## config.mk

```make
export PLATFORM = sky130hd
export DESIGN_NAME = color_result_stabilizer
export DESIGN_NICKNAME = d
export VERILOG_FILES = /design/src/rtl/color_pkg.sv /design/src/rtl/color_result_stabilizer.sv
export SDC_FILE = /design/constraint.sdc
export NUM_CORES = 1
export LEC_CHECK = 0
export ABC_AREA = 0
export CAP_MARGIN = 20
export CORE_AREA = 2 2 76 78
export DETAILED_ROUTE_END_ITERATION = 12
export DIE_AREA = 0 0 78 80
export GPL_TIMING_DRIVEN = 0
export PLACE_DENSITY = 0.82
export SLEW_MARGIN = 20
export SYNTH_ARGS = -nofsm -noshare
export SYNTH_HDL_FRONTEND = slang
export SYNTH_SLANG_ARGS = --single-unit
export TNS_END_PERCENT = 1
```

## constraint.sdc

```tcl
create_clock -name clk -period 2.7 [get_ports clk]
set_clock_uncertainty 0.2 [all_clocks]
set_input_delay 0.405 -clock clk [delete_from_list [all_inputs] [get_ports clk]]
set_output_delay 0.405 -clock clk [all_outputs]
set_load 0.005 [all_outputs]
```

## src/rtl/color_pkg.sv

```systemverilog
// Shared colour codes and stabilizer state encoding used by the detector,
// the result stabilizer and the game FSM.
package color_pkg;

    typedef enum logic [1:0] {
        NONE  = 2'b00,
        RED   = 2'b01,
        GREEN = 2'b10,
        BLUE  = 2'b11
    } color_t;

    typedef enum logic [1:0] {
        IDLE  = 2'b00,
        TRACK = 2'b01,
        HOLD  = 2'b10,
        CLEAR = 2'b11
    } stab_state_t;

    localparam color_t COLOR_NONE  = NONE;
    localparam color_t COLOR_RED   = RED;
    localparam color_t COLOR_GREEN = GREEN;
    localparam color_t COLOR_BLUE  = BLUE;

endpackage

```

## src/rtl/color_result_stabilizer.sv

```systemverilog
// Locks a dice colour after STABLE_FRAMES consecutive confident frames and
// holds it under a valid/ack handshake. Option STAB_REQUIRE_CLEAR_EN adds CLEAR.
module color_result_stabilizer
    import color_pkg::*;
#(
    parameter int          STABLE_FRAMES  = 4,
    parameter logic [15:0] MIN_CONFIDENCE = 16'd200,
    parameter int          TIMEOUT_FRAMES = 120
) (
    input  logic        clk,
    input  logic        reset,
    input  logic        arm,
    input  logic        color_valid,
    input  logic [1:0]  dominant_color,
    input  logic [15:0] color_confidence,
    output logic        busy,
    output logic        result_valid,
    output logic [1:0]  result_color,
    output logic [15:0] result_confidence,
    input  logic        result_ack,
    output logic        timeout
);

    localparam int RW = $clog2(STABLE_FRAMES + 1);
    localparam int FW = $clog2(TIMEOUT_FRAMES + 1);
    localparam logic [RW-1:0] RUN_TARGET  = RW'(STABLE_FRAMES);
    localparam logic [FW-1:0] FRAME_LIMIT = FW'(TIMEOUT_FRAMES);

    stab_state_t   state, state_n;
    logic [RW-1:0] run_count, run_count_n;
    logic [FW-1:0] frame_count, frame_count_n, frame_next;
    color_t        candidate, candidate_n;
    logic [15:0]   run_min, run_min_n;
    logic          result_valid_n, timeout_n;
    logic [1:0]    result_color_n;
    logic [15:0]   result_confidence_n;
    logic          qualifying;
    color_t        frame_color;

    assign frame_color = color_t'(dominant_color);
    assign qualifying  = color_valid && (frame_color != COLOR_NONE)
                         && (color_confidence >= MIN_CONFIDENCE);
    assign frame_next  = (frame_count == FRAME_LIMIT) ? frame_count : frame_count + 1'b1;
    assign busy        = (state != IDLE);

    always_ff @(posedge clk or posedge reset) begin
        if (reset) begin
            state             <= IDLE;
            run_count         <= '0;
            frame_count       <= '0;
            candidate         <= COLOR_NONE;
            run_min           <= '0;
            result_valid      <= 1'b0;
            result_color      <= 2'b00;
            result_confidence <= '0;
            timeout           <= 1'b0;
        end else begin
            state             <= state_n;
            run_count         <= run_count_n;
            frame_count       <= frame_count_n;
            candidate         <= candidate_n;
            run_min           <= run_min_n;
            result_valid      <= result_valid_n;
            result_color      <= result_color_n;
            result_confidence <= result_confidence_n;
            timeout           <= timeout_n;
        end
    end

    always_comb begin
        state_n             = state;
        run_count_n         = run_count;
        frame_count_n       = frame_count;
        candidate_n         = candidate;
        run_min_n           = run_min;
        result_valid_n      = result_valid;
        result_color_n      = result_color;
        result_confidence_n = result_confidence;
        timeout_n           = 1'b0;

        case (state)
            IDLE: begin
                if (arm) begin
`ifdef STAB_REQUIRE_CLEAR_EN
                    state_n = CLEAR;
`else
                    state_n = TRACK;
`endif
                    run_count_n   = '0;
                    frame_count_n = '0;
                    candidate_n   = COLOR_NONE;
                    run_min_n     = '0;
                end
            end
            TRACK: begin
                if (color_valid) begin
                    frame_count_n = frame_next;
                    if (qualifying) begin
                        if (frame_color == candidate) begin
                            run_count_n = (run_count == RUN_TARGET) ? run_count : run_count + 1'b1;
                            run_min_n   = (color_confidence < run_min) ? color_confidence : run_min;
                        end else begin
                            candidate_n = frame_color;
                            run_count_n = RW'(1);
                            run_min_n   = color_confidence;
                        end
                    end else begin
                        run_count_n = '0;
                        candidate_n = COLOR_NONE;
                    end
                    // A lock on the final allowed frame takes priority over timeout.
                    if (run_count_n == RUN_TARGET) begin
                        state_n             = HOLD;
                        result_valid_n      = 1'b1;
                        result_color_n      = candidate_n;
                        result_confidence_n = run_min_n;
                    end else if (frame_count_n == FRAME_LIMIT) begin
                        timeout_n = 1'b1;
                        state_n   = IDLE;
                    end
                end
            end
            HOLD: begin
                if (result_ack) begin
                    result_valid_n = 1'b0;
                    state_n        = IDLE;
                end
            end
`ifdef STAB_REQUIRE_CLEAR_EN
            CLEAR: begin
                if (color_valid) begin
                    frame_count_n = frame_next;
                    if (frame_next == FRAME_LIMIT) begin
                        timeout_n = 1'b1;
                        state_n   = IDLE;
                    end else if (!qualifying) begin
                        state_n = TRACK;
                    end
                end
            end
`endif
            default: state_n = IDLE;
        endcase
    end

endmodule

```

==> impl_results.md <==
- WL final: 7.997 mm
- Minimum clock period: 2.713 ns
- Maximum root-to-sink buffer count: 2
- XOR/XNOR share of the synthesized area: 0.01221
- Post-Syn Area: 0.002870 sq mm
- Synth Area in Compound Gates: 0.1770
- GRT Total Usage: 0.2501
- Die height: 80 um
- Final setup vio count: 6
- Hpwl dp: 4.943 mm
- Hold path start: result_confidence[12]$_DFFE_PP0P_
- Netlist cell types: 48
- Initial antenna violation count: 0
- Violated checks: setup timing
- WHS: 0.2871 ns
- Total power: 2603 uW
- 1st-pass router iterations: 5
- Worst-path clk slew: 0.09 ns
- Area share of and/or/nand/nor cells after synthesis: 0.2223
- Kind of end point of the critical path: register
- DRT antenna net count: 0
- Post-Syn Nets: 351
- Maximum vdd drop: 0.3811 mV
- Pin count of the biggest net entering global routing: 32
- Worst EP required: 2.71 ns
- Hold Vio Cnt, Final: 0
- Crit Path Class: primary input to register
- Fin worst setup slack: -0.01327 ns
- CTS Buf Count: 5
- Synth Instances: 309
- CTS sink count: 50
- Worst skew pair latency: 0.31 ns
- Post-synthesis mux area share: 0.003487
- Critical Path AT: 2.72 ns
- Root buffer cell: clkbuf_8
- CTS tree: done
- Routability cong.: 0.8745
- Tcrit/Tclk final: 1.005
- Share of cells above drive strength 1: 0.1340
- Synth Area per Inst: 9.289 sq um
- Crit Path Max Fanout: 10
- Vias per cell: 6.022
- Nets: 415
- # DRC: 0
- Die area: 0.006240 sq mm
- Die width: 78 um
- Post-synth EDFFs: 0
- Final Max Tran Viols: 0
- Core Area: 0.005405 sq mm
- Number of max-cap violations: 0
- Worst rel slew slack: 0.4990
- P_leak: 0.001655 uW
- HP Class: register to register
- Critical R2R Launch: run_min[9]$_DFFE_PP0P_
- Synth Area in Adders: 0.08282
- Buffers added on ports: 43
- Post-place setup slack: -0.7469 ns
- Worst Tran Pin Value: 0.7515 ns
- Final design utilization: 0.6836
- Asr flop ratio synth: 1.000
- Status: finished, violations left
- Via count: 2680
- PD cells: 704.6 mW/mm^2
- H-tree levels: 2
- RSZ-0062 raised after global routing: true
- Worst setup SP type: primary input
- DR iter-0 viols: 228
- Register area share after synthesis: 0.4359
- Max Freq: 368.6 MHz
- GRT overflow: 0
- Seq cells post-synth: 50
- # diodes: 0
- Setup crit start: color_confidence[7]
- Number of global-route vias before repair: 2584
- Syn. warnings: 0
- FP Rows: 27
- Top FF cell, synth: dfrtp_1
- Starting Density: 0.5310
- First-pass GRT wire length: 12.24 mm
- Largest family of logic cells by synthesized area: simple AND/OR/NAND/NOR gates
- Num ports: 44
- Routed WL per cell: 17.97 um
- Area Growth Syn to Fin: 28.73%
critical path, cell delays in order:
cell and delay (ns):
clkdlybuf4s50_1 0.55, ha_1 0.29, a41o_1 0.24, a21oi_1 0.16
nor3_2 0.09, a311oi_4 0.38, o21ai_4 0.14, buf_4 0.21
a22o_1 0.25
power breakdown:
part           leakage, uW  switching (uW)  total, uW  internal [uW]
clock network    0.0000438             257        432            175
logic             0.000960             544       1100            556
registers         0.000651             139       1070            933
logic make-up after synthesis:
kind of cell    Yosys count
simple gates            128
buf+inv                  42
xor+xnor                  4
compound gates           65
mux                       1
flops                    50
fa+ha+maj                19
state kept, by name, indices dropped and copies added (netlist names):
| signal | flops |
|---|---|
| result_valid | 1 |
| state | 2 |
| candidate | 2 |
| run_min | 16 |
| result_confidence | 16 |
| result_color | 2 |
| timeout | 1 |
| run_count | 3 |
| frame_count | 7 |
cell usage after synthesis, types with 4 or more instances:
library cell	instances	area, sq um
nand2_1	34	127.6
dfrtp_1	50	1251
and3_1	4	25.02
a21oi_1	8	40.04
nor3_1	5	25.02
buf_2	5	25.02
nand3_1	54	270.3
nor2_1	9	33.78
inv_1	24	90.09
a22o_1	18	157.7
ha_1	19	237.7
o21ai_0	15	75.07
a31oi_1	4	25.02
clkbuf_1	8	30.03
area by class of cell:
class | instances | area (sq um)
Clock buffer | 5 | 68.82
Inverter | 24 | 90.09
Fill cell | 433 | 1710
Timing Repair Buffer | 57 | 559.3
Clock inverter | 2 | 10.01
Buffer | 18 | 123.9
Sequential cell | 50 | 1251
Multi-Input combinational cell | 217 | 1501
Tap cell | 72 | 90.09
worst paths after layout:
check	slack (ns)	to	cells after the start
max	-0.01	run_min[5]$_DFFE_PP0P_	9
min	0.29	result_confidence[12]$_DFFE_PP0P_	2
max reg2reg	0.01	run_min[5]$_DFFE_PP0P_	10
min reg2reg	0.29	result_confidence[12]$_DFFE_PP0P_	2
max in group asynchronous	1.39	candidate[1]$_DFFE_PP0P_	3
min in group asynchronous	0.33	frame_count[2]$_DFFE_PP0P_	2
placed cells by master (no fill, tap or decap), types with 3 or more instances in the layout:
cell type and n:
nand3b_1 3, and3_1 4, dfrtp_1 50, nor2_1 9, nor3_1 4, nand4_1 3
inv_1 21, clkbuf_1 6, ha_1 15, clkbuf_8 5, buf_4 14, buf_6 7
o21ai_0 15, clkdlybuf4s50_1 40, nand3_1 54, a31oi_1 4, ha_4 3, and2_1 3
o31ai_1 3, dlygate4sd2_1 3, a21oi_1 8, inv_2 3, a22o_1 18, nand2_1 33
xnor2_1 3
per-stage QoR:
stage	instance area, sq um	setup TNS [ns]	cells
final	3695	-0.03790	445
after global routing	3695	-2.265	445
after CTS	3538	0	436
after detailed placement	3418	-19.54	425
after global placement	3391	-25.03	424
after floorplan	2870	0	309
repair_timing:
action | CTS | global route
setup buffers | 4 | 8
gates cloned | 0 | 1
endpoints found under the setup margin | 27 | 33
hold buffers | 0 | 0
pin swaps | 2 | 10
gates resized for setup | 8 | 23
routing by layer:
layer / track usage / up-vias / share of wire / wire (um)
met1: 0.3261 / 1312 / 0.42 / 3372
met2: 0.4121 / 105 / 0.50 / 3970
met3: 0.04864 / 25 / 0.051 / 408
met5: 0 / - / 0 / 0
li1: - / 1238 / - / -
met4: 0.09825 / 0 / 0.031 / 246
(Power assumes the default switching activity.)
